<file path="src/rtl/mem_arbiter.sv">
// Arbiter between an instruction-fetch port and a data port sharing one
// single-port memory with one-cycle synchronous read latency.
module mem_arbiter #(
  parameter int WORD_LEN   = 32,
  parameter int FIXED_PRIO = 0
) (
  input  logic                clk,
  input  logic                rst,
  input  logic                i_req,
  input  logic [WORD_LEN-1:0] i_addr,
  output logic [WORD_LEN-1:0] i_rdata,
  output logic                i_ack,
  input  logic                d_req,
  input  logic                d_we,
  input  logic [WORD_LEN-1:0] d_addr,
  input  logic [WORD_LEN-1:0] d_wdata,
  output logic [WORD_LEN-1:0] d_rdata,
  output logic                d_ack,
  output logic [WORD_LEN-1:0] m_addr,
  output logic                m_we,
  output logic [WORD_LEN-1:0] m_wdata,
  input  logic [WORD_LEN-1:0] m_rdata
);

  typedef enum logic [1:0] {IDLE, ISSUE, WAIT, ACK} state_t;

  state_t state, state_next;
  logic   grant;
  logic   pick_d;
  logic   grant_d;
  logic   grant_we;
  logic   last_d;

  always_ff @(posedge clk or posedge rst) begin
    if (rst) state <= IDLE;
    else     state <= state_next;
  end

  // Data takes a tie under fixed priority, or when fetch was the last grant.
  always_comb begin
    state_next = state;
    grant      = 1'b0;
    pick_d     = 1'b0;
    unique case (state)
      IDLE: begin
        if (i_req || d_req) begin
          grant      = 1'b1;
          pick_d     = d_req && (!i_req || (FIXED_PRIO != 0) || !last_d);
          state_next = ISSUE;
        end
      end
      ISSUE:   state_next = WAIT;
      WAIT:    state_next = ACK;
      ACK:     state_next = IDLE;
      default: state_next = IDLE;
    endcase
  end

  // m_we and the acks default low every cycle, so each is a single-cycle pulse.
  always_ff @(posedge clk or posedge rst) begin
    if (rst) begin
      m_addr   <= '0;
      m_wdata  <= '0;
      m_we     <= 1'b0;
      i_rdata  <= '0;
      d_rdata  <= '0;
      i_ack    <= 1'b0;
      d_ack    <= 1'b0;
      grant_d  <= 1'b0;
      grant_we <= 1'b0;
      last_d   <= 1'b1;
    end else begin
      m_we  <= 1'b0;
      i_ack <= 1'b0;
      d_ack <= 1'b0;
      if (grant) begin
        m_addr   <= pick_d ? d_addr : i_addr;
        m_wdata  <= pick_d ? d_wdata : '0;
        m_we     <= pick_d && d_we;
        grant_d  <= pick_d;
        grant_we <= pick_d && d_we;
        last_d   <= pick_d;
      end
      if (state == WAIT) begin
        if (!grant_we) begin
          if (grant_d) d_rdata <= m_rdata;
          else         i_rdata <= m_rdata;
        end
        i_ack <= !grant_d;
        d_ack <= grant_d;
      end
      if (state == ACK) begin
        m_addr  <= '0;
        m_wdata <= '0;
      end
    end
  end

endmodule
</file>
<file path="config.mk">
export PLATFORM = sky130hd
export DESIGN_NAME = mem_arbiter
export DESIGN_NICKNAME = d
export VERILOG_FILES = /design/src/rtl/mem_arbiter.sv
export SDC_FILE = /design/constraint.sdc
export NUM_CORES = 1
export LEC_CHECK = 0
export BUFFER_PORTS_ARGS = -buffer_cell sky130_fd_sc_hd__buf_2
export CAP_MARGIN = 20
export CELL_PAD_IN_SITES_DETAIL_PLACEMENT = 1
export CELL_PAD_IN_SITES_GLOBAL_PLACEMENT = 1
export CORE_UTILIZATION = 37
export DETAILED_ROUTE_END_ITERATION = 12
export PLACE_DENSITY = 0.85
export SYNTH_ARGS = -nofsm -noshare
export SYNTH_HDL_FRONTEND = slang
export SYNTH_SLANG_ARGS = --single-unit
</file>
<file path="constraint.sdc">
create_clock -name clk -period 4.9 [get_ports clk]
set_clock_uncertainty 0.15 [all_clocks]
set_input_delay 0.735 -clock clk [delete_from_list [all_inputs] [get_ports clk]]
set_output_delay 0.735 -clock clk [all_outputs]
set_load 0.005 [all_outputs]
</file>
==> reports/qor.csv <==
stage,metric,value,unit
run_status,status,"complete, no violations",
global_routing,Tot GR Track Use,0.195,
place,dpl hpwl,11.0,mm
finish,"most common cell after layout, fill and taps aside",buf_2,
power_and_ir_drop,Worst VDD drop,240,uV
timing,Slew @ Worst Pin,1010,ps
finish,Nets,781,
global_routing,global-route wire length before repair,23.8,mm
power_and_ir_drop,switching power,1640,uW
yosys,Async SR Flop Fraction,1.00,
yosys,post-synth cell types,29,
place,placed cell count,814,
route,DRT antenna net count,0,
power_and_ir_drop,Reg power frac,0.380,
clock_network,Hold Buf Count CTS,0,
floorplanning,Die ar.,0.0160,sq mm
yosys,"Top FF cell, synth",dfrtp_1,
route,vias per cell,4.89,
place,placed cell area,0.00703,sq mm
finish,most frequent cells in the layout,"263 x buf_2, 135 x dfrtp_1, 60 x mux2_4, 38 x nand2_1",
floorplanning,die width,127,um
yosys,sequential element share of the synthesized area,0.592,
route,drt drc,0,
floorplanning,I/O pin cnt,264,
critical_path,critical path startpoint category,register,
critical_path,worst path arrival time,2700,ps
route,drt total wl,15.1,mm
clock_network,TritonCTS clock tree,done,
place,gpl congestion,0.735,
power_and_ir_drop,clock power share,0.235,
place,I/O Buffers,263,
clock_network,Resize count post-CTS,0,
global_routing,antenna violations before repair,1,
critical_path,Worst Path Max Fanout,18,
global_routing,GR Overflow Total,0,
clock_network,CTS max path bufs,2,
floorplanning,Die Y,127,um
timing,crit share post-route,0.521,
hold_path,Worst Hold Class,register to register,
critical_path,Worst EP required,5050,ps
yosys,"Cell Area, Synth",0.00575,sq mm
finish,area grow syn2layout,31.9,%
clock_network,clk slew on worst S/H paths,60,ps
timing,"Hold Vio Cnt, Final",0,
timing,Peak Freq,392,MHz
place,pre-CTS setup slack,2310,ps
floorplanning,Rows,45,
route,DR iter-0 viols,143,
timing,Rel. slew slack,0.328,
route,vias,4128,
power_and_ir_drop,P_leak,0.00424,uW
timing,max-slew violations,0,
yosys,Post-Synthesis Net Count,520,
clock_network,root buffer cell,clkbuf_16,
finish,layout cells sized above 1,0.563,
floorplanning,area of the core,0.0152,sq mm
route,first-pass detailed-route iteration total,4,
clock_network,CTS sink cnt,136,
power_and_ir_drop,Switching Share,0.321,
power_and_ir_drop,Logic pwr share,0.385,
timing,RSZ-0062 raised after global routing,no,
global_routing,largest net degree at the start of global routing,104,
critical_path,crit path kind,register to register,
clock_network,CTS Buf Count,17,
yosys,synthesized instance count,384,
finish,Finished Layout Cells,845,
yosys,Synth Register Bits,136,
run,max cap viols,0,
timing,setup violators final,0,
timing,post-route minimum period,2550,ps
floorplanning,starting density of the core,0.378,
clock_network,setup repair bufs after CTS,0,
power_and_ir_drop,Pwr Density,676,mW/mm^2
clock_network,H-tree levels,4,
power_and_ir_drop,Int Pwr,3490,uW
yosys,syn avg cell area,15.0,sq um
clock_network,Worst-Skew Late Latency,410,ps
timing,final setup margin,2350,ps
critical_path,Setup crit end kind,register,
timing,Setup TNS,0,ps
global_routing,vias in the first global route,4482,
finish,fin area,0.00759,sq mm
yosys,Post-synth EDFFs,0,
yosys,yosys warns,0,
route,Avg WL per Cell,17.8,um
-- cells in the mapped netlist, drive strengths merged (2+ instances only) --
master / number / area, sq um
inv: 4 / 15.0
nand2: 38 / 143
clkbuf: 3 / 11.3
nor2: 4 / 22.5
buf: 23 / 310
nor2b: 3 / 36.3
a31oi: 2 / 12.5
mux2: 64 / 946
a22o: 32 / 280
dfrtp: 135 / 3380
mux2i: 32 / 320
ha: 3 / 37.5
o21ai: 34 / 174
-- critical path, cell delays in order (launching register included) --
cell and delay (ps):
dfrtp_1 380, inv_1 110, ha_1 220, nor2b_2 200, nor2b_4 560, buf_4 450
mux2_4 340
-- worst paths after layout --
kind	start	endpoint	slack, ps	depth (start not counted)
max	state[0]	i_rdata[1]	2350	6
min	m_addr[31]	m_addr[31]	330	2
max reg2reg	state[0]	i_rdata[1]	2350	6
min reg2reg	m_addr[31]	m_addr[31]	330	2
max in group asynchronous	rst	last_d	3170	3
min in group asynchronous	rst	d_rdata[19]	380	2
-- power groups by stage --
stage	clock network [uW]	logic, uW	registers, uW
after detailed placement	0	2000	1950
after global routing	1280	2150	2010
after CTS	1230	2010	1950
final	1210	1980	1950
after global placement	0	1890	1910
after floorplan	0	1320	1950
-- area by class of cell --
type / count / area [sq um]
repair buffers: 268 / 1350
clock inverters: 9 / 103
well taps: 188 / 235
multi-input cells: 218 / 2020
fillers: 1661 / 7610
flip-flops and latches: 136 / 3400
diodes: 1 / 2.50
inverters: 4 / 20.0
clock buffers: 21 / 450
-- state kept, by name (all words and copies together) (netlist names) --
| signal | cells |
|---|---|
| d_rdata | 32 |
| i_rdata | 32 |
| m_addr | 32 |
| m_wdata | 32 |
| state | 2 |
| d_ack | 1 |
| grant_d | 1 |
| grant_we | 1 |
| i_ack | 1 |
| last_d | 1 |
| m_we | 1 |
-- stage by stage --
step                      power [uW]  hold WS [ps]  utilization
after floorplan                 3270           295            -
after global placement          3800           313        0.463
after detailed placement        3950           322        0.463
after CTS                       5190           334        0.499
after global routing            5440           362        0.499
final                           5130           325        0.499
-- metal layers --
| layer | vias to the layer above | routed length (um) | global-route usage |
|---|---|---|---|
| met5 | - | 0 | 0 |
| met4 | 0 | 329 | 0.0868 |
| met3 | 26 | 793 | 0.0464 |
| met2 | 166 | 8070 | 0.350 |
| met1 | 2068 | 5880 | 0.219 |
| li1 | 1868 | - | - |
-- logic make-up (layout without fill, tap and decap cells) --
| group | count (synthesis) | after routing | synth area share |
|---|---|---|---|
| flops | 136 | 136 | 0.592 |
| mux | 96 | 96 | 0.220 |
| compound gates | 70 | 70 | 0.0833 |
| simple gates | 49 | 49 | 0.0396 |
| buf+inv | 30 | 302 | 0.0585 |
| fa+ha+maj | 3 | 3 | 0.00653 |
| other cells | 0 | 1 | 0 |
Power figures use the tool's default switching activity.
